===== src/rtl/clk_div_multi.sv =====
// clk_div_multi: NUM_CH independent programmable clock dividers off the system clock.
// Each channel produces a registered divided clock level (clk_out) and a one-cycle
// strobe (tick) on the last cycle of every period. New divide ratios are staged in a
// per-channel pending slot and take over only at a period boundary (wrap, sync or
// while disabled), so clk_out never glitches.
// Optional feature macro: CLKDIV_DUTY_EN adds duty_val, a programmable high-phase
// length written together with the ratio; without it the high phase is div>>1.
module clk_div_multi #(
    parameter int NUM_CH      = 4,
    parameter int DIV_W       = 16,
    parameter int DEFAULT_DIV = 100
) (
    input  logic              clk,
    input  logic              rst,
    input  logic              en,
    input  logic              sync,
    input  logic              div_wr,
    input  logic [3:0]        div_ch,
    input  logic [DIV_W-1:0]  div_val,
`ifdef CLKDIV_DUTY_EN
    input  logic [DIV_W-1:0]  duty_val,
`endif
    output logic              cfg_err,
    output logic [NUM_CH-1:0] clk_out,
    output logic [NUM_CH-1:0] tick
);

    localparam logic [DIV_W-1:0] DIV_RST  = DIV_W'(DEFAULT_DIV);
    localparam logic [DIV_W-1:0] HI_RST   = DIV_W'(DEFAULT_DIV / 2);
    localparam logic [DIV_W-1:0] MIN_DIV  = DIV_W'(2);
    localparam logic [4:0]       NUM_CH_W = 5'(NUM_CH);

    // Per-channel state: counter, active ratio/high length, staged ratio/high length.
    logic [DIV_W-1:0]  cnt_q      [NUM_CH];
    logic [DIV_W-1:0]  cnt_d      [NUM_CH];
    logic [DIV_W-1:0]  div_q      [NUM_CH];
    logic [DIV_W-1:0]  div_d      [NUM_CH];
    logic [DIV_W-1:0]  hi_q       [NUM_CH];
    logic [DIV_W-1:0]  hi_d       [NUM_CH];
    logic [DIV_W-1:0]  pend_div_q [NUM_CH];
    logic [DIV_W-1:0]  pend_div_d [NUM_CH];
    logic [DIV_W-1:0]  pend_hi_q  [NUM_CH];
    logic [DIV_W-1:0]  pend_hi_d  [NUM_CH];
    logic [NUM_CH-1:0] pend_vld_q, pend_vld_d;
    logic [NUM_CH-1:0] clk_out_q, clk_out_d;
    logic [NUM_CH-1:0] tick_q, tick_d;
    logic              cfg_err_q, cfg_err_d;

    logic              restart;
    logic              wr_ch_ok;
    logic              wr_val_ok;
    logic [DIV_W-1:0]  wr_hi;
    logic [NUM_CH-1:0] wr_sel;
    logic [NUM_CH-1:0] wrap;

    // Disable and sync both hold every counter at the start of a fresh period.
    assign restart  = !en || sync;
    assign wr_ch_ok = {1'b0, div_ch} < NUM_CH_W;

`ifdef CLKDIV_DUTY_EN
    assign wr_hi     = duty_val;
    assign wr_val_ok = (div_val >= MIN_DIV) && (duty_val >= DIV_W'(1)) && (duty_val < div_val);
`else
    assign wr_hi     = div_val >> 1;
    assign wr_val_ok = div_val >= MIN_DIV;
`endif

    // Decode the accepted write target and each channel's last-cycle-of-period flag.
    always_comb begin
        // NOTE: every combinational output gets a default first, so no path can infer a latch.
        wr_sel = '0;
        wrap   = '0;
        for (int i = 0; i < NUM_CH; i++) begin
            wr_sel[i] = div_wr && wr_ch_ok && wr_val_ok && (div_ch == 4'(i));
            wrap[i]   = cnt_q[i] == (div_q[i] - DIV_W'(1));
        end
    end

    // Next-state: count, generate clk_out/tick, swap in a staged ratio at period boundaries.
    always_comb begin
        cnt_d      = cnt_q;
        div_d      = div_q;
        hi_d       = hi_q;
        pend_div_d = pend_div_q;
        pend_hi_d  = pend_hi_q;
        pend_vld_d = pend_vld_q;
        clk_out_d  = clk_out_q;
        tick_d     = tick_q;
        cfg_err_d  = div_wr && !(wr_ch_ok && wr_val_ok);
        for (int i = 0; i < NUM_CH; i++) begin
            // A write in this cycle goes into pending first, so a same-cycle wrap or sync uses it.
            if (wr_sel[i]) begin
                pend_div_d[i] = div_val;
                pend_hi_d[i]  = wr_hi;
                pend_vld_d[i] = 1'b1;
            end
            if (restart) begin
                cnt_d[i]     = '0;
                clk_out_d[i] = 1'b0;
                tick_d[i]    = 1'b0;
            end else begin
                clk_out_d[i] = cnt_q[i] < hi_q[i];
                tick_d[i]    = wrap[i];
                cnt_d[i]     = wrap[i] ? '0 : cnt_q[i] + DIV_W'(1);
            end
            // The counter restarts from zero here, so it can never exceed the new div-1.
            if ((restart || wrap[i]) && pend_vld_d[i]) begin
                div_d[i]      = pend_div_d[i];
                hi_d[i]       = pend_hi_d[i];
                pend_vld_d[i] = 1'b0;
            end
        end
    end

    // State registers with asynchronous reset to the default ratio.
    always_ff @(posedge clk or posedge rst) begin
        if (rst) begin
            // NOTE: these per-channel arrays are control registers, not RAM, so every entry is reset.
            for (int i = 0; i < NUM_CH; i++) begin
                cnt_q[i]      <= '0;
                div_q[i]      <= DIV_RST;
                hi_q[i]       <= HI_RST;
                pend_div_q[i] <= DIV_RST;
                pend_hi_q[i]  <= HI_RST;
            end
            pend_vld_q <= '0;
            clk_out_q  <= '0;
            tick_q     <= '0;
            cfg_err_q  <= 1'b0;
        end else begin
            // NOTE: non-blocking assignments so every flop samples the pre-edge value of the others.
            cnt_q      <= cnt_d;
            div_q      <= div_d;
            hi_q       <= hi_d;
            pend_div_q <= pend_div_d;
            pend_hi_q  <= pend_hi_d;
            pend_vld_q <= pend_vld_d;
            clk_out_q  <= clk_out_d;
            tick_q     <= tick_d;
            cfg_err_q  <= cfg_err_d;
        end
    end

    assign clk_out = clk_out_q;
    assign tick    = tick_q;
    assign cfg_err = cfg_err_q;

endmodule


===== config.mk =====
export PLATFORM = sky130hd
export DESIGN_NAME = clk_div_multi
export DESIGN_NICKNAME = d
export VERILOG_FILES = /design/src/rtl/clk_div_multi.sv
export SDC_FILE = /design/constraint.sdc
export NUM_CORES = 1
export LEC_CHECK = 0
export CORE_MARGIN = 3
export CORE_UTILIZATION = 35
export CTS_CLUSTER_DIAMETER = 60
export DETAILED_ROUTE_END_ITERATION = 7
export HOLD_SLACK_MARGIN = 0.02
export PLACE_DENSITY = 0.53
export SLEW_MARGIN = 20
export SYNTH_ARGS = -nofsm -noshare
export SYNTH_HDL_FRONTEND = slang
export SYNTH_SLANG_ARGS = --single-unit

===== constraint.sdc =====
create_clock -name clk -period 13.3 [get_ports clk]
set_input_delay 3.325 -clock clk [delete_from_list [all_inputs] [get_ports clk]]
set_output_delay 3.325 -clock clk [all_outputs]
set_load 0.01 [all_outputs]

==> results of run 1 <==
==> sequential cells by signal (all words and copies together) (netlist names) <==
register	count
tick	4
clk_out	4
div_q	64
pend_hi_q	64
pend_vld_q	4
cfg_err	1
pend_div_q	64
cnt_q	64
hi_q	64
==> metrics by stage <==
stage | hold slack, ns | cells | area [um^2] | setup WS [ns]
floorplan | 0.437 | 2034 | 18900 | 0.830
global placement | 0.446 | 2637 | 19700 | 5.91
detailed placement | 0.446 | 2637 | 19700 | 5.80
CTS | 0.456 | 2714 | 21000 | 6.41
global route | 0.466 | 2714 | 21000 | 6.45
finish | 0.455 | 2714 | 21000 | 6.74
==> critical path, delay by kind of cell <==
| family | cells | cell delay [ns] |
|---|---|---|
| AO/OA/AOI/OAI | 3 | 1.01 |
| buffers and inverters | 2 | 1.19 |
| AND/OR/NAND/NOR | 4 | 1.46 |
==> worst min path at each step <==
stage                         startpoint             end  slack (ns)
after floorplan           pend_div_q[34]  pend_div_q[34]        0.44
after global placement     pend_hi_q[33]   pend_hi_q[33]        0.45
after detailed placement   pend_hi_q[33]   pend_hi_q[33]        0.45
after CTS                  pend_hi_q[33]   pend_hi_q[33]        0.46
after global routing       pend_hi_q[33]   pend_hi_q[33]        0.47
final                      pend_hi_q[33]   pend_hi_q[33]        0.45
==> cells in the final DEF, fill, tap and decap left out, types with 35 or more instances in the layout <==
cell / n
nand2_1: 369
dfrtp_1: 285
nor2_1: 173
inv_1: 83
ha_1: 68
xnor2_1: 67
a211oi_1: 66
xor2_1: 60
nor3_1: 49
nand3_1: 49
dfstp_2: 48
clkbuf_16: 43
mux2_2: 38
a21oi_1: 35
==> cells by family after synthesis <==
| logic type | Yosys count |
|---|---|
| AOI/OAI and AO/OA | 401 |
| muxes | 66 |
| buffers and inverters | 226 |
| and+or+nand+nor | 812 |
| DFF | 333 |
| xor gates and xnor gates | 128 |
| adders and majority gates | 68 |
==> cell type report <==
| cell class | instances | share of cell area |
|---|---|---|
| Clock buffer | 62 | 0.0583 |
| Timing Repair Buffer | 57 | 0.0249 |
| Tap cell | 688 | 0.0409 |
| Sequential cell | 333 | 0.399 |
| Multi-Input combinational cell | 1475 | 0.454 |
| Inverter | 84 | 0.0153 |
| Clock inverter | 15 | 0.00737 |
==> layer usage <==
metal / GRT usage / up-vias / wire [um]
li1: - / 7135 / -
met1: 0.256 / 7391 / 23900
met2: 0.283 / 308 / 23300
met3: 0.0223 / 85 / 2090
met4: 0.0684 / 0 / 1690
met5: 0 / - / 0
==> where the power goes <==
part / switching [mW] / internal (mW) / leakage, nW / total (mW)
logic: 0.281 / 0.207 / 4.66 / 0.488
clock network: 0.464 / 0.682 / 0.665 / 1.15
registers: 0.119 / 1.17 / 4.06 / 1.29
==> out/results.tsv, run 1 <==
stage	metric	value	unit
finish	fin nets	2086	
logic_synthesis	commonest cells in the netlist	nand2_1, dfrtp_1, nor2_1, clkbuf_1, inv_1	
logic_synthesis	top-area cell type share of the netlist area	0.377	
clock_network	Clock Tree Buf Depth	3	
sta	Final Hold Fails	0	
sta	Tmin final	6.56	ns
detailed_routing	routed vias/inst	5.50	
logic_synthesis	largest cells by area after synthesis	dfrtp_1, nand2_1, dfstp_2	
global_routing	All-Layer GR Usage	0.180	
setup_path	worst r2r dst	div_q[26]	
setup_path	R2R Setup Slk	9.49	ns
logic_synthesis	synthesized cell area	18900	um^2
logic_synthesis	Adder-Cell Fraction of Synth Area	0.0450	
global_routing	first-pass GRT wire length	82300	um
setup_path	critical path required time	13.76	ns
place	GP Congestion	0.806	
logic_synthesis	fraction of the mapped netlist area in compound gates	0.161	
sta	Least-Margin Pin Slew	1.02	ns
detailed_routing	wire length per cell	18.8	um
setup_path	Critical-path top delay cell	clkdlybuf4s50_1	
power	Tot Pwr	2.92	mW
floorplan	Initial Util	0.357	
floorplan	IO Pins	34	
logic_synthesis	main combinational cell family by area after synthesis	simple AND/OR/NAND/NOR gates	
sta	unrepaired setup endpoints after global routing	no	
setup_path	Data arrival, critical path	7.02	ns
setup_path	Crit path largest cell delay	0.84	ns
setup_path	Critical Path Source Type	primary input	
setup_path	Worst Setup SP	div_val[2]	
clock_network	H-tree depth	2	
sta	fmax	152	MHz
place	hpwl dp	34100	um
floorplan	die span in y	238	um
logic_synthesis	yosys synthesis warning count	0	
logic_synthesis	Post-Syn Instances	2034	
finish	area of the multi-input gates	9560	um^2
logic_synthesis	syn avg cell area	9.29	um^2
logic_synthesis	Post-Syn Nets	2127	
setup_path	reg2reg start	div_q[16]	
sta	Rel. slew slack	0.317	
setup_path	Crit. End Element	register	
sta	setup TNS	0	ns
clock_network	total CTS buffers	42	
finish	post-layout util	0.397	
power	Pwr Density	139	nW/um^2
logic_synthesis	top cell type by total area after synthesis	dfrtp_1	
logic_synthesis	simple-gate share of the synthesized area	0.197	
status	status	finished, final reports clean	
worst_hold_path	worst min path class	reg2reg	
clock_network	Clock transition at path regs	0.06	ns
clock_network	CTS tree	done	
sta	Setup-failing EPs final	0	
global_routing	vias in the first global route	14500	
worst_hold_path	Hold Path Depth	2	
setup_path	Setup crit end	hi_q[62]	
setup_path	Crit Path Class	in2reg	
detailed_routing	remaining routing DRC violations	0	
sta	max-slew violations	0	
sta	fin crit share	0.493	
finish	Reg area	8390	um^2
logic_synthesis	post-synthesis async set-or-reset flop share	1.00	
finish	FILL cells	5189	
finish	layout cell share with drive strength beyond 1	0.111	
clock_network	CTS Hold Bufs	0	
setup_path	CP max FO	66	
logic_synthesis	EDFF count, synth	0	
logic_synthesis	XOR/XNOR Fraction of Synth Area	0.0600	
clock_network	PostCTS Resize Cnt	0	
clock_network	clock latency on the worst-skew pair	0.57	ns
place	Port Buffers	33	
clock_network	clk root buf	clkbuf_16	
global_routing	antenna violations before repair	1	
global_routing	largest net degree at the start of global routing	164	
detailed_routing	1st-iter DRT viols	1259	
finish	Synth-to-Final Area Change	11.3	%
detailed_routing	Final ANT Viol Nets	0	
floorplan	die span in x	238	um
floorplan	Core Region	53000	um^2
setup_path	Register-to-Register Path Depth	10	
logic_synthesis	post-synthesis cell type count	82	
floorplan	die area	56800	um^2
power	maximum resistive drop on vdd	0.112	mV
logic_synthesis	most instantiated library cell after synthesis	nand2_1	
clock_network	CTS sink cnt	333	
logic_synthesis	Seq/Total Area, Yosys	0.444	
logic_synthesis	Main synth FF type	dfrtp_1	
global_routing	grt ovf	0	
setup_path	Cell Chain, Critical Path	clkdlybuf4s50_1 > nor3_1 > a41oi_1 > nand2_1 > or3_2 > buf_4 > nand2_2 > o22ai_1 > a211oi_1	
run	max-capacitance violation count	0	
sta	Layout Skew	0.0216	ns
logic_synthesis	Yosys reg bits	333	
power	Leak	9.38	nW
clock_network	post-CTS setup buffer count	0	
detailed_routing	Total Wirelength	51000	um
finish	Antenna diodes	0	
detailed_routing	Via Count	14900	
detailed_routing	Pre-antenna DRT Iters	7	
logic_synthesis	mux cell area share after synthesis	0.0392	
floorplan	Std-Cell Rows	84	
Note: power is estimated with default switching activity, not from simulation.
==> run 2, diff against run 1 <==
--- a/config.mk
+++ b/config.mk
@@ -10,7 +10,7 @@
 export CTS_CLUSTER_DIAMETER = 60
 export DETAILED_ROUTE_END_ITERATION = 7
 export HOLD_SLACK_MARGIN = 0.02
-export PLACE_DENSITY = 0.53
+export PLACE_DENSITY = 0.55
 export SLEW_MARGIN = 20
 export SYNTH_ARGS = -nofsm -noshare
 export SYNTH_HDL_FRONTEND = slang
==> constraint.sdc (replaced) <==
create_clock -name clk -period 5.5 [get_ports clk]
set_input_delay 1.375 -clock clk [delete_from_list [all_inputs] [get_ports clk]]
set_output_delay 1.375 -clock clk [all_outputs]
set_load 0.01 [all_outputs]
==> run 2 against run 1 <==
Net effect: largest cell class unchanged; sequential share of layout area fell by 0.37 points; setup slack got worse by 5.8 ns; die area is the same; global-route usage down 0.18 points; largest power group unchanged; critical path type unchanged; first-iteration DRC count shrank 16%; highest routed layer unchanged.
==> out/results.tsv, run 2 (synthesized netlist as in run 1, its figures left out) <==
stage	metric	value	unit	change
status	status	finished, final reports clean		
floorplan	IO Pins	34		unchanged
detailed_routing	Total Wirelength	50400	um	-1.1%
finish	final non-filler cell total	2735		+0.77%
clock_network	CTS tree	done		
sta	post-layout worst setup margin	0.896	ns	-5.84 ns
finish	Reg area	8390	um^2	unchanged
clock_network	CTS Hold Bufs	0		unchanged
clock_network	CTS sink cnt	333		unchanged
finish	area of the multi-input gates	9560	um^2	about the same
worst_hold_path	worst min path class	reg2reg		
power	Leak	9.50	nW	+1.3%
finish	commonest non-fill, non-tap cell in the layout	nand2_1		
power	Net Switching	2.11	mW	+140%
power	Comb pwr share	0.167		about the same
power	switching part of the total	0.295		about the same
sta	Final Hold Fails	0		unchanged
place	pre-CTS setup slack	0.361	ns	-5.44 ns
floorplan	die span in x	238	um	unchanged
setup_path	R2R Setup Slk	1.41	ns	-8.08 ns
worst_hold_path	Hold Path Depth	2		unchanged
global_routing	vias in the first global route	14700		+1.4%
run	max-capacitance violation count	0		unchanged
detailed_routing	Pre-antenna DRT Iters	5		-2
sta	unrepaired setup endpoints after global routing	no		
global_routing	grt ovf	0		unchanged
global_routing	All-Layer GR Usage	0.178		-0.00179
sta	Setup-failing EPs final	0		unchanged
finish	most frequent cells in the layout	nand2_1, dfrtp_1, nor2_1		
power	Int Pwr	5.02	mW	+140%
global_routing	first-pass GRT wire length	81900	um	-0.50%
worst_hold_path	hold endpoint	pend_hi_q[37]		
finish	fin nets	2105		+0.91%
detailed_routing	routed vias/inst	5.44		-0.95%
sta	Tmin final	4.60	ns	
detailed_routing	wire length per cell	18.4	um	-1.9%
clock_network	Clock Tree Buf Depth	3		unchanged
detailed_routing	remaining routing DRC violations	0		unchanged
power	Tot Pwr	7.13	mW	+140%
detailed_routing	Via Count	14900		-0.18%
power	maximum resistive drop on vdd	0.189	mV	+68%
setup_path	critical path required time	5.94	ns	-7.82 ns
sta	Rel. slew slack	0.274		-0.0438
finish	layout cell share with drive strength beyond 1	0.119		+0.00821
floorplan	Initial Util	0.357		unchanged
clock_network	post-CTS setup buffer count	0		unchanged
place	dpl cells	2655		+0.68%
sta	Least-Margin Pin Slew	1.09	ns	+0.0655 ns
sta	Layout Skew	0.0260	ns	+0.00443 ns
clock_network	Clock transition at path regs	0.06	ns	about the same
setup_path	CP max FO	19		-71%
worst_hold_path	Hold Crit Start	pend_hi_q[37]		
clock_network	H-tree depth	2		unchanged
finish	post-layout util	0.401		+0.00376
floorplan	die area	56800	um^2	unchanged
floorplan	Std-Cell Rows	84		unchanged
clock_network	clock latency on the worst-skew pair	0.57	ns	about the same
global_routing	antenna violations before repair	1		unchanged
sta	max-slew violations	0		unchanged
clock_network	clk root buf	clkbuf_16		
setup_path	Critical Path Source Type	primary input		
global_routing	largest net degree at the start of global routing	154		-6.1%
setup_path	worst r2r dst	hi_q[31]		
place	Port Buffers	33		unchanged
setup_path	Crit. End Element	register		
power	Pwr Density	336	nW/um^2	+140%
clock_network	PostCTS Resize Cnt	0		unchanged
setup_path	reg2reg start	div_q[16]		
clock_network	total CTS buffers	43		+2.4%
floorplan	die span in y	238	um	unchanged
detailed_routing	1st-iter DRT viols	1062		-16%
power	clock share of power	0.395		+0.003
setup_path	Data arrival, critical path	5.04	ns	-1.98 ns
power	Seq pwr share	0.438		-0.003
setup_path	Crit Path Class	in2reg		
detailed_routing	Final ANT Viol Nets	0		unchanged
floorplan	Core Region	53000	um^2	unchanged
place	hpwl dp	32900	um	-3.5%
setup_path	Register-to-Register Path Depth	10		unchanged
place	GP Congestion	0.843		+4.6%
sta	fmax	217	MHz	
finish	FILL cells	5237		+0.93%
sta	fin crit share	0.837		
finish	Synth-to-Final Area Change	12.4	%	
-- run 2: area by class of cell --
| class | instances | share of cell area |
|---|---|---|
| Antenna cell | 1 | 0.000118 |
| Clock buffer | 58 | 0.0562 |
| Clock inverter | 21 | 0.0111 |
| Inverter | 84 | 0.0150 |
| Multi-Input combinational cell | 1475 | 0.450 |
| Sequential cell | 333 | 0.395 |
| Tap cell | 688 | 0.0405 |
| Timing Repair Buffer | 75 | 0.0322 |
-- run 2: critical path, stage by stage --
cell,delay (ns)
clkdlybuf4s50_1,0.56
nor4_1,0.78
a41oi_1,0.46
nand2_1,0.30
nor3_2,0.08
or2_2,0.30
o21ai_2,0.42
buf_4,0.39
mux2_2,0.36
-- run 2: stage by stage --
step / hold WS (ns) / area [um^2] / TNS, ns
after floorplan: 0.437 / 18900 / -81.07
after global placement: 0.446 / 19800 / 0
after detailed placement: 0.448 / 19800 / 0
after CTS: 0.458 / 21200 / 0
after global routing: 0.466 / 21200 / 0
final: 0.455 / 21200 / 0
-- run 2: power groups by stage --
stage / sequential, mW / clock (mW) / combinational (mW)
detailed placement: 3.15 / 0 / 1.19
CTS: 3.12 / 2.90 / 1.20
floorplan: 3.03 / 0 / 1.01
global placement: 3.15 / 0 / 1.15
finish: 3.12 / 2.82 / 1.19
global route: 3.17 / 3.00 / 1.35
-- run 2: worst max path at each step --
stage | startpoint | to | slack, ns | cells past startpoint
5_1_grt | div_val[11] | div_q[23] | 0.75 | 9
6_report | div_val[11] | div_q[23] | 0.90 | 9
4_1_cts | div_val[11] | div_q[23] | 0.97 | 9
2_1_floorplan | rst | cfg_err | -0.28 | 1
3_3_place_gp | div_val[11] | hi_q[29] | 0.31 | 9
3_5_place_dp | div_val[11] | div_q[23] | 0.36 | 9
-- run 2: per-layer routing --
metal	GRT usage	wire, um
met4	0.0544	1160
met5	0	0
met1	0.259	25000
met3	0.0299	2110
met2	0.274	22200
